===== config.mk =====
export PLATFORM = sky130hd
export DESIGN_NAME = axi4_fp_write_gate_flat
export DESIGN_NICKNAME = d
export VERILOG_FILES = /design/src/rtl/axi4_fp_write_gate_pkg.sv /design/src/rtl/axi4_fp_write_gate_if.sv /design/src/rtl/axi4_fp_write_gate_wfifo.sv /design/src/rtl/axi4_fp_write_gate.sv /design/src/flat_wrapper.sv
export SDC_FILE = /design/constraint.sdc
export NUM_CORES = 1
export LEC_CHECK = 0
export ABC_AREA = 1
export CORE_MARGIN = 2
export CORE_UTILIZATION = 65
export DETAILED_ROUTE_END_ITERATION = 12
export DONT_BUFFER_PORTS = 1
export HOLD_SLACK_MARGIN = 0.12
export PLACE_DENSITY = 0.81
export SYNTH_ARGS = -nofsm -noshare
export SYNTH_HDL_FRONTEND = slang
export SYNTH_SLANG_ARGS = --single-unit

===== constraint.sdc =====
create_clock -name clock -period 8.5 [get_ports clock]
set_input_delay 1.7 -clock clock [delete_from_list [all_inputs] [get_ports clock]]
set_output_delay 1.7 -clock clock [all_outputs]
set_load 0.02 [all_outputs]

===== src/rtl/axi4_fp_write_gate_pkg.sv =====
// Shared definitions for the AXI4 front-port write gate: bus width defaults,
// burst encodings and the gate's state encoding.
package axi4_fp_pkg;

  localparam int ADDR_W_DEF = 32;
  localparam int DATA_W_DEF = 32;
  localparam int ID_W_DEF   = 4;

  localparam logic [1:0] BURST_FIXED = 2'd0;
  localparam logic [1:0] BURST_INCR  = 2'd1;
  localparam logic [1:0] BURST_WRAP  = 2'd2;

  typedef enum logic [1:0] {IDLE, COLLECT, ISSUE, DRAIN} state_t;

  // AXI encodes burst length as beats-1; nine bits hold the full 256-beat case.
  function automatic logic [8:0] beats_of(input logic [7:0] len);
    return {1'b0, len} + 9'd1;
  endfunction

endpackage


===== src/rtl/axi4_fp_write_gate_if.sv =====
// AW + W channel bundle. The master drives valid and payload; the slave drives ready.
interface axi4_fp_write_gate_if
  import axi4_fp_pkg::*;
#(
  parameter int ADDR_W = ADDR_W_DEF,
  parameter int DATA_W = DATA_W_DEF,
  parameter int ID_W   = ID_W_DEF
) ();

  logic              aw_valid;
  logic              aw_ready;
  logic [ID_W-1:0]   aw_id;
  logic [ADDR_W-1:0] aw_addr;
  logic [7:0]        aw_len;
  logic [2:0]        aw_size;
  logic [1:0]        aw_burst;

  logic                w_valid;
  logic                w_ready;
  logic [DATA_W-1:0]   w_data;
  logic [DATA_W/8-1:0] w_strb;
  logic                w_last;

  modport master (
    output aw_valid, aw_id, aw_addr, aw_len, aw_size, aw_burst,
    input  aw_ready,
    output w_valid, w_data, w_strb, w_last,
    input  w_ready
  );

  modport slave (
    input  aw_valid, aw_id, aw_addr, aw_len, aw_size, aw_burst,
    output aw_ready,
    input  w_valid, w_data, w_strb, w_last,
    output w_ready
  );

endinterface


===== src/rtl/axi4_fp_write_gate_wfifo.sv =====
// Synchronous W-beat FIFO with full/empty flags. A full FIFO accepts a push
// in the same cycle as a pop.
module axi4_fp_wfifo #(
  parameter int WIDTH = 36,
  parameter int DEPTH = 16
) (
  input  logic             clock,
  input  logic             reset,
  input  logic             push,
  input  logic [WIDTH-1:0] wdata,
  input  logic             pop,
  output logic [WIDTH-1:0] rdata,
  output logic             full,
  output logic             empty
);

  localparam int AW = $clog2(DEPTH);

  logic [WIDTH-1:0] mem [DEPTH];
  logic [AW:0]      wptr;
  logic [AW:0]      rptr;
  logic             push_ok;
  logic             pop_ok;

  // Pointers carry one wrap bit so full and empty are distinguishable.
  assign empty   = (wptr == rptr);
  assign full    = (wptr[AW] != rptr[AW]) && (wptr[AW-1:0] == rptr[AW-1:0]);
  assign push_ok = push && (!full || pop);
  assign pop_ok  = pop && !empty;
  assign rdata   = mem[rptr[AW-1:0]];

  // NOTE: sequential state uses non-blocking assignments so every flop samples
  // pre-edge values regardless of block evaluation order.
  always_ff @(posedge clock or posedge reset) begin
    if (reset) begin
      wptr <= '0;
      rptr <= '0;
    end else begin
      if (push_ok) wptr <= wptr + 1'b1;
      if (pop_ok)  rptr <= rptr + 1'b1;
    end
  end

  // NOTE: storage is deliberately not reset; the cleared pointers make every
  // stale entry unreachable, and a reset-free array maps onto plain RAM.
  always_ff @(posedge clock) begin
    if (push_ok) mem[wptr[AW-1:0]] <= wdata;
  end

endmodule


===== src/rtl/axi4_fp_write_gate.sv =====
// Holds each AW until its W beats are buffered (or the buffer fills), then
// forwards AW and drains W with a counter-generated WLAST.
module axi4_fp_write_gate
  import axi4_fp_pkg::*;
#(
  parameter int ADDR_W = ADDR_W_DEF,
  parameter int DATA_W = DATA_W_DEF,
  parameter int ID_W   = ID_W_DEF,
  parameter int WDEPTH = 16
) (
  input  logic                  clock,
  input  logic                  reset,
  axi4_fp_write_gate_if.slave   s,
  axi4_fp_write_gate_if.master  m,
  output logic                  err_wlast
);

  localparam int SW = DATA_W / 8;
  localparam int FW = DATA_W + SW;

  state_t            state;
  logic [8:0]        need;
  logic [8:0]        rcvd;
  logic [8:0]        sent;
  logic              aw_ready_q;
  logic              aw_valid_q;
  logic [ID_W-1:0]   aw_id_q;
  logic [ADDR_W-1:0] aw_addr_q;
  logic [7:0]        aw_len_q;
  logic [2:0]        aw_size_q;
  logic [1:0]        aw_burst_q;

  logic          fifo_full;
  logic          fifo_empty;
  logic [FW-1:0] fifo_rdata;
  logic          w_fire;
  logic          w_last_exp;
  logic          m_w_fire;
  logic          m_w_last_d;

  assign s.aw_ready = aw_ready_q;
  assign s.w_ready  = (state != IDLE) && !fifo_full && (rcvd != need);
  assign w_fire     = s.w_valid && s.w_ready;
  assign w_last_exp = ((rcvd + 9'd1) == need);

  assign m.aw_valid = aw_valid_q;
  assign m.aw_id    = aw_id_q;
  assign m.aw_addr  = aw_addr_q;
  assign m.aw_len   = aw_len_q;
  assign m.aw_size  = aw_size_q;
  assign m.aw_burst = aw_burst_q;

  // W only leaves once AW has been accepted, so DRAIN gates the output valid.
  assign m_w_last_d             = (sent == (need - 9'd1));
  assign m.w_valid              = (state == DRAIN) && !fifo_empty;
  assign m.w_last               = m_w_last_d;
  assign {m.w_data, m.w_strb}   = fifo_rdata;
  assign m_w_fire               = m.w_valid && m.w_ready;

  axi4_fp_wfifo #(
    .WIDTH (FW),
    .DEPTH (WDEPTH)
  ) u_wfifo (
    .clock (clock),
    .reset (reset),
    .push  (w_fire),
    .wdata ({s.w_data, s.w_strb}),
    .pop   (m_w_fire),
    .rdata (fifo_rdata),
    .full  (fifo_full),
    .empty (fifo_empty)
  );

  always_ff @(posedge clock or posedge reset) begin
    if (reset) begin
      state      <= IDLE;
      aw_ready_q <= 1'b0;
      aw_valid_q <= 1'b0;
      need       <= '0;
      rcvd       <= '0;
      sent       <= '0;
      err_wlast  <= 1'b0;
      aw_id_q    <= '0;
      aw_addr_q  <= '0;
      aw_len_q   <= '0;
      aw_size_q  <= '0;
      aw_burst_q <= '0;
    end else begin
      // Upstream WLAST is only audited; downstream WLAST comes from the counter.
      if (w_fire) begin
        rcvd <= rcvd + 9'd1;
        if (s.w_last != w_last_exp) err_wlast <= 1'b1;
      end
      if (m_w_fire) sent <= sent + 9'd1;

      case (state)
        IDLE: begin
          if (s.aw_valid && aw_ready_q) begin
            aw_id_q    <= s.aw_id;
            aw_addr_q  <= s.aw_addr;
            aw_len_q   <= s.aw_len;
            aw_size_q  <= s.aw_size;
            aw_burst_q <= s.aw_burst;
            need       <= beats_of(s.aw_len);
            rcvd       <= '0;
            sent       <= '0;
            aw_ready_q <= 1'b0;
            state      <= COLLECT;
          end else begin
            aw_ready_q <= 1'b1;
          end
        end
        COLLECT: begin
          // A full buffer releases AW early so long bursts stream through.
          if ((rcvd == need) || fifo_full) begin
            aw_valid_q <= 1'b1;
            state      <= ISSUE;
          end
        end
        ISSUE: begin
          if (m.aw_ready) begin
            aw_valid_q <= 1'b0;
            state      <= DRAIN;
          end
        end
        DRAIN: begin
          if (m_w_fire && m_w_last_d) begin
            aw_ready_q <= 1'b1;
            state      <= IDLE;
          end
        end
        default: state <= IDLE;
      endcase
    end
  end

endmodule


===== src/flat_wrapper.sv =====
// flat-port wrapper written by rule: the top's interface ports become plain ports
module axi4_fp_write_gate_flat import axi4_fp_pkg::*;
#(
  parameter int ADDR_W = ADDR_W_DEF,
  parameter int DATA_W = DATA_W_DEF,
  parameter int ID_W   = ID_W_DEF,
  parameter int WDEPTH = 16
)
  (clock, reset, err_wlast, s_aw_valid, s_aw_id, s_aw_addr, s_aw_len, s_aw_size, s_aw_burst, s_aw_ready, s_w_valid, s_w_data, s_w_strb, s_w_last, s_w_ready, m_aw_valid, m_aw_id, m_aw_addr, m_aw_len, m_aw_size, m_aw_burst, m_aw_ready, m_w_valid, m_w_data, m_w_strb, m_w_last, m_w_ready);
  axi4_fp_write_gate_if #(.ADDR_W(ADDR_W), .DATA_W(DATA_W), .ID_W(ID_W)) s_i ();
  axi4_fp_write_gate_if #(.ADDR_W(ADDR_W), .DATA_W(DATA_W), .ID_W(ID_W)) m_i ();
  input  logic clock;
  input  logic reset;
  output logic err_wlast;
  input wire logic [$bits(s_i.aw_valid)-1:0] s_aw_valid;
  input wire logic [$bits(s_i.aw_id)-1:0] s_aw_id;
  input wire logic [$bits(s_i.aw_addr)-1:0] s_aw_addr;
  input wire logic [$bits(s_i.aw_len)-1:0] s_aw_len;
  input wire logic [$bits(s_i.aw_size)-1:0] s_aw_size;
  input wire logic [$bits(s_i.aw_burst)-1:0] s_aw_burst;
  output wire logic [$bits(s_i.aw_ready)-1:0] s_aw_ready;
  input wire logic [$bits(s_i.w_valid)-1:0] s_w_valid;
  input wire logic [$bits(s_i.w_data)-1:0] s_w_data;
  input wire logic [$bits(s_i.w_strb)-1:0] s_w_strb;
  input wire logic [$bits(s_i.w_last)-1:0] s_w_last;
  output wire logic [$bits(s_i.w_ready)-1:0] s_w_ready;
  output wire logic [$bits(m_i.aw_valid)-1:0] m_aw_valid;
  output wire logic [$bits(m_i.aw_id)-1:0] m_aw_id;
  output wire logic [$bits(m_i.aw_addr)-1:0] m_aw_addr;
  output wire logic [$bits(m_i.aw_len)-1:0] m_aw_len;
  output wire logic [$bits(m_i.aw_size)-1:0] m_aw_size;
  output wire logic [$bits(m_i.aw_burst)-1:0] m_aw_burst;
  input wire logic [$bits(m_i.aw_ready)-1:0] m_aw_ready;
  output wire logic [$bits(m_i.w_valid)-1:0] m_w_valid;
  output wire logic [$bits(m_i.w_data)-1:0] m_w_data;
  output wire logic [$bits(m_i.w_strb)-1:0] m_w_strb;
  output wire logic [$bits(m_i.w_last)-1:0] m_w_last;
  input wire logic [$bits(m_i.w_ready)-1:0] m_w_ready;
  assign s_i.aw_valid = s_aw_valid;
  assign s_i.aw_id = s_aw_id;
  assign s_i.aw_addr = s_aw_addr;
  assign s_i.aw_len = s_aw_len;
  assign s_i.aw_size = s_aw_size;
  assign s_i.aw_burst = s_aw_burst;
  assign s_aw_ready = s_i.aw_ready;
  assign s_i.w_valid = s_w_valid;
  assign s_i.w_data = s_w_data;
  assign s_i.w_strb = s_w_strb;
  assign s_i.w_last = s_w_last;
  assign s_w_ready = s_i.w_ready;
  assign m_aw_valid = m_i.aw_valid;
  assign m_aw_id = m_i.aw_id;
  assign m_aw_addr = m_i.aw_addr;
  assign m_aw_len = m_i.aw_len;
  assign m_aw_size = m_i.aw_size;
  assign m_aw_burst = m_i.aw_burst;
  assign m_i.aw_ready = m_aw_ready;
  assign m_w_valid = m_i.w_valid;
  assign m_w_data = m_i.w_data;
  assign m_w_strb = m_i.w_strb;
  assign m_w_last = m_i.w_last;
  assign m_i.w_ready = m_w_ready;
  axi4_fp_write_gate #(.ADDR_W(ADDR_W), .DATA_W(DATA_W), .ID_W(ID_W), .WDEPTH(WDEPTH)) u_core (.clock(clock), .reset(reset), .s(s_i), .m(m_i), .err_wlast(err_wlast));
endmodule

# After elaboration in Yosys (flattened, before gate mapping)

Memories as Yosys holds them, arrays and structs flattened.
Cells that the tools add are included.

$add $sub $neg: 6
Equal/unequal tests: 15
Mux-type cells: 19
Reduce and logical (&&, ||, !) cells: 23

Operators by type and width:

| cell                                             | count |
|---|---|
| 2-to-1 mux 9 bit                                 | 6 |
| == test 9 bit                                    | 3 |
| adder 9 x 1 -> 9 bit, second input constant      | 2 |
| adder 5 x 1 -> 5 bit, second input constant      | 2 |
| logical AND 1 bit                                | 10 |
| adder 8 x 1 -> 9 bit, second input constant      | 1 |
| != test 9 bit                                    | 1 |
| subtractor 9 x 1 -> 9 bit, second input constant | 1 |
| 2-to-1 mux 2 bit                                 | 4 |
| case mux 2 bit (4 select lines)                  | 1 |
| 2-to-1 mux 1 bit                                 | 6 |
| AND reduction 2 bit                              | 3 |
| nonzero test 2 bit                               | 3 |
| == test 5 bit                                    | 1 |
| == test 2 bit, second input constant             | 2 |
| == test 4 bit                                    | 1 |
| != test 2 x 1 -> 1 bit, second input constant    | 2 |
| != test 2 bit, second input constant             | 2 |
| case mux 1 bit (2 select lines)                  | 2 |
| AND reduction 4 bit                              | 1 |
| AND reduction 3 bit                              | 1 |
| == test 2 x 1 -> 1 bit, second input constant    | 1 |
| logical NOT 1 bit                                | 2 |
| logical NOT 2 bit                                | 1 |
| other kinds (2)                                  | 4 |

Bits in registers: 91
Bits in writable memories: 576
Input port bits: 92
Output and inout bits: 91
Logic and storage cells: 78
Memories kept: 1

Memories:

| memory             | words | bits a word | read ports | clocked after memory_dff | write ports | RTL line                       | text |
|---|---|---|---|---|---|---|---|
| u_core.u_wfifo.mem | 16    | 36          | 1          | 0                        | 1           | axi4_fp_write_gate_wfifo.sv:19 | `logic [WIDTH-1:0] mem [DEPTH];` |

# Depth between registers and ports, before layout

Depth after elaboration: 9
Depth in mapped cells: 16
Gate-level depth less buffers: 16

# By module

From an unflattened synthesis, not the netlist that was laid out.

Cells, all modules: 2419
Area, all modules: 27679.0 um2

Modules (own cells, without submodules):

| module             | times used | cells each | area an instance (um2) | seq. area each (um2) |
|---|---|---|---|---|
| axi4_fp_wfifo      | 1          | 1864       | 23381.2                | 17546.8 |
| axi4_fp_write_gate | 1          | 555        | 4297.9                 | 2026.9 |

# Worst setup path after synthesis

OpenSTA, ideal clock, no wires.

Path kind: input to register
Start point: input port s_w_valid
End point: memory u_core.u_wfifo.mem[0][0], enable pin
Library setup time: 429 ps
Data arrival time: 3720 ps
Data required time: 8071 ps
Setup slack: 4351 ps
Stages: 4
Path buffers: 0
Cell sequence: inv_1 > nor3_4 > nand2_1 > nor2_1

Longest elaborated chain between the ends: 4

Ends and longest elaborated chain:

| element                                | RTL line                       | text |
|---|---|---|
| from (decl)                            | flat_wrapper.sv:22             | `input wire logic [$bits(s_i.w_valid)-1:0] s_w_valid;` |
| logical AND 1 bit                      | axi4_fp_write_gate.sv:43       | `assign w_fire = s.w_valid && s.w_ready;` |
| logical AND 1 bit                      | axi4_fp_write_gate_wfifo.sv:28 | `assign push_ok = push && (!full \|\| pop);` |
| 2-to-1 mux 1 bit                       | axi4_fp_write_gate_wfifo.sv:47 | `if (push_ok) mem[wptr[AW-1:0]] <= wdata;` |
| 2-to-1 mux 1 bit (implied by the code) | axi4_fp_write_gate_wfifo.sv:47 |  |
| to (decl)                              | axi4_fp_write_gate_wfifo.sv:19 |  |

Every way passes these cells.

# Worst setup path in the final report

Start point: register u_core.u_wfifo.rptr[0]
End point: output port m_w_strb[1]

Longest elaborated chain between the ends: 1

Ends and longest elaborated chain:

| element                | RTL line                       | text |
|---|---|---|
| from (decl)            | axi4_fp_write_gate_wfifo.sv:21 | `logic [AW:0] rptr;` |
| from (signal assigned) | axi4_fp_write_gate_wfifo.sv:40 | `if (pop_ok) rptr <= rptr + 1'b1;` |
| memory (16 x 36 bit)   | --                             |  |
| to (decl)              | flat_wrapper.sv:36             | `output wire logic [$bits(m_i.w_strb)-1:0] m_w_strb;` |

Every way passes these cells.

==> results.cfg <==
[synthesis]
yosysSeqAreaShare_pct = 72.5
ys.flop_type = edfxtp_1
synth_top_area_cell = edfxtp_1
synth-async-reset-ratio_pct = 13.6
mappedNetlistArea_sq_um = 27000
syn-mean-instance-area_sq_um = 12.7
synth_top_area_share_pct = 64.0
yosysWarnings = 0
synth_fp_nets = 2233
synth_cells = 2128
synthTopCellsByArea = edfxtp_1 (64%), dfrtp_1 (8.4%), nor2_1 (5.2%)
synth_edf_count = 576
yosysUniqueCellTypes = 40
synth-seq-cells = 667

[place]
dp_hpwl_mm = 31.4
dpl_cell_area_sq_um = 27500
port_buffers = 0
place_congestion = 0.854

[critical_path]
cp_slowest_stage_delay_ns = 1.02
start_kind = flip-flop
cp.arrival_ns = 4.25
path_class = flip-flop to primary output
cp_top_family = buffers and inverters
cp_cell_sequence = inv_6, buf_4, nor2_1, o32ai_1, nand2_1, nand3_1
rr_startpoint = u_core.u_wfifo.rptr[1]$_DFFE_PP0P_
r2r_cells = 9
worst_r2r_endpoint = u_core.u_wfifo.mem[12][3]$_DFFE_PP_
slowest_stage = buf_4
rrSetupSlack_ns = 3.67
cp.depth = 6
worstSetupEndpointType = primary output
required_ns = 6.80
path_buf_inv = 2
worstPathMaxFanout = 133

[timing]
fin_setup_tns_ns = 0
rsz0062_at_grt = no
setup_violations = 0
finalCriticalPeriod_ns = 5.95
fmax_mhz = 168
worst_slew_pin_slew_ns = 1.24
hold_viol_final = 0
min_period_over_period_pct = 70.0
relSlewSlack_pct = 17.1
clock_skew_ns = 0.0203
drv_slew = 0
timing.hold.ws_ns = 0.499

[power]
p_seq_share_pct = 42.5
leakage_uw = 0.0105
irDropWorstVdd_v = 0.000207
intPower_uw = 6510
p_sw_share_pct = 37.2
switching_power_uw = 3850
p_comb_share_pct = 30.5
clock_power_share_pct = 27.0
power_density_nw_per_um2 = 350

[layout]
diodes = 0
nets = 2204
multi_input_area_sq_um = 6790
stdcell_area_sq_um = 29600
nFillCells = 2523
layout_commonest_cell = edfxtp_1
final_cell_mix = edfxtp_1 (576), nor2_1 (358), nand2_1 (317), o21ai_0 (170), nand3_1 (90)
seqCellArea_sq_um = 19600
layout-drive-gt1-share_pct = 7.50
syn_to_final_growth_pct = 9.53

[clock_network]
cts_resized = 0
clkLatencyLatePin_ns = 0.59
clock_sinks = 667
post_cts_buffers = 0
cts_htree_levels = 3
clk_pin_slew_ns = 0.06
ctsHoldBuffers = 0
root_buffer = clkbuf_16
ctsLongestPathBuffers = 3
cts_tree = built
cts_made_buffers = 66

[routing]
routed_wl_mm = 60.6
via_count = 17176
wl_met3_mm = 6.32
drtPass1Iterations = 6
top_layer = met4
wl_met1_mm = 22.9
wire_per_inst_um = 22.6
route.detailed.drc = 0
drtIter0Drc = 2062
ant_nets = 0
wl_met2_mm = 29.5
routed_via_density = 6.41

[floorplanning]
num_io_pins = 183
die_y_um = 208
die_x_um = 208
core_sq_um = 40900
core.rowCount = 74
start_util_pct = 66.0
die_area_sq_um = 43200

[grt]
grt_max_degree = 134
grt_overflow = 0
grt_pass1_wl_mm = 92.5
antenna_found_initial = 0
grt_usage_pct = 27.9
grt_pass1_vias = 16671

[outcome]
status = complete, no violations

[min_path]
holdPathStages = 1
hold_path_end = u_core.u_wfifo.rptr[4]$_DFFE_PP0P_
min_from = u_core.u_wfifo.rptr[4]$_DFFE_PP0P_
hp-class = flip-flop to flip-flop

[run]
maxCapViolations = 0
==> worst max path at each step <==
stage	from	endpoint	slack, ns
after floorplan	s_w_valid	u_core.u_wfifo.mem[0][0]$_DFFE_PP_	4.35
after global placement	u_core.u_wfifo.rptr[0]$_DFFE_PP0P_	m_w_data[8]	3.44
after detailed placement	u_core.u_wfifo.rptr[0]$_DFFE_PP0P_	m_w_data[8]	3.32
after CTS	u_core.u_wfifo.rptr[0]$_DFFE_PP0P_	m_w_strb[1]	2.66
after global routing	u_core.u_wfifo.rptr[0]$_DFFE_PP0P_	m_w_strb[1]	2.29
final	u_core.u_wfifo.rptr[0]$_DFFE_PP0P_	m_w_strb[1]	2.55
==> final cells by class <==
| cell class | instances | area share (%) |
|---|---|---|
| Clock buffer | 87 | 6.20 |
| Tap cell | 532 | 2.25 |
| Sequential cell | 667 | 66.2 |
| Clock inverter | 28 | 0.808 |
| Timing Repair Buffer | 28 | 0.711 |
| Inverter | 69 | 0.897 |
| Multi-Input combinational cell | 1267 | 22.9 |
==> stage by stage <==
stage / total power, uW / worst slack, ns / util (%) / std cells
floorplan: 6740 / 4.35 / - / 2128
global placement: 7440 / 3.44 / 67.2 / 2563
detailed placement: 7570 / 3.32 / 67.2 / 2563
CTS: 10400 / 2.66 / 72.3 / 2678
global route: 10800 / 2.29 / 72.3 / 2678
finish: 10400 / 2.55 / 72.3 / 2678
==> cell families after synthesis <==
kind of cell	after synthesis	share of synthesized area, %
xor gates and xnor gates	35	1.19
muxes	56	2.08
AOI/OAI and AO/OA	352	8.75
buffers and inverters	194	2.87
DFF	667	72.5
adders and majority gates	13	0.602
and+or+nand+nor	811	12.0
==> power groups by stage <==
| stage | Clock (uW) | Combinational [uW] | Sequential [uW] |
|---|---|---|---|
| after global routing | 2950 | 3450 | 4440 |
| after floorplan | 0 | 2420 | 4320 |
| after global placement | 0 | 3000 | 4440 |
| final | 2800 | 3160 | 4400 |
| after detailed placement | 0 | 3110 | 4460 |
| after CTS | 2830 | 3140 | 4400 |
==> synthesized netlist by cell type (6+ instances only) <==
cell and instances:
o221ai_1 57, nor2_1 375, a21oi_1 12, xnor2_1 10, o211ai_1 16, nand3_1 90
clkbuf_1 86, nand2_1 317, nand4_1 10, ha_1 13, buf_2 23, edfxtp_1 576
inv_1 63, mux2i_1 56, inv_2 6, o32ai_1 88, buf_1 13, xor2_1 24
dfrtp_1 91, o21ai_0 170
==> registers in the layout, summed over array words and instances (netlist names), 5 cells and up <==
register	flops
u_core.m.aw_addr	32
u_core.m.aw_len	8
u_core.need	9
u_core.rcvd	9
u_core.sent	9
u_core.u_wfifo.mem	576
u_core.u_wfifo.rptr	5
u_core.u_wfifo.wptr	5
==> routing by layer <==
layer	up-vias	GRT usage, %
li1	7653	-
met1	8420	37.3
met2	947	45.2
met3	156	6.13
met4	0	11.1
met5	-	0
No activity file was read; power rests on OpenSTA's default activity.
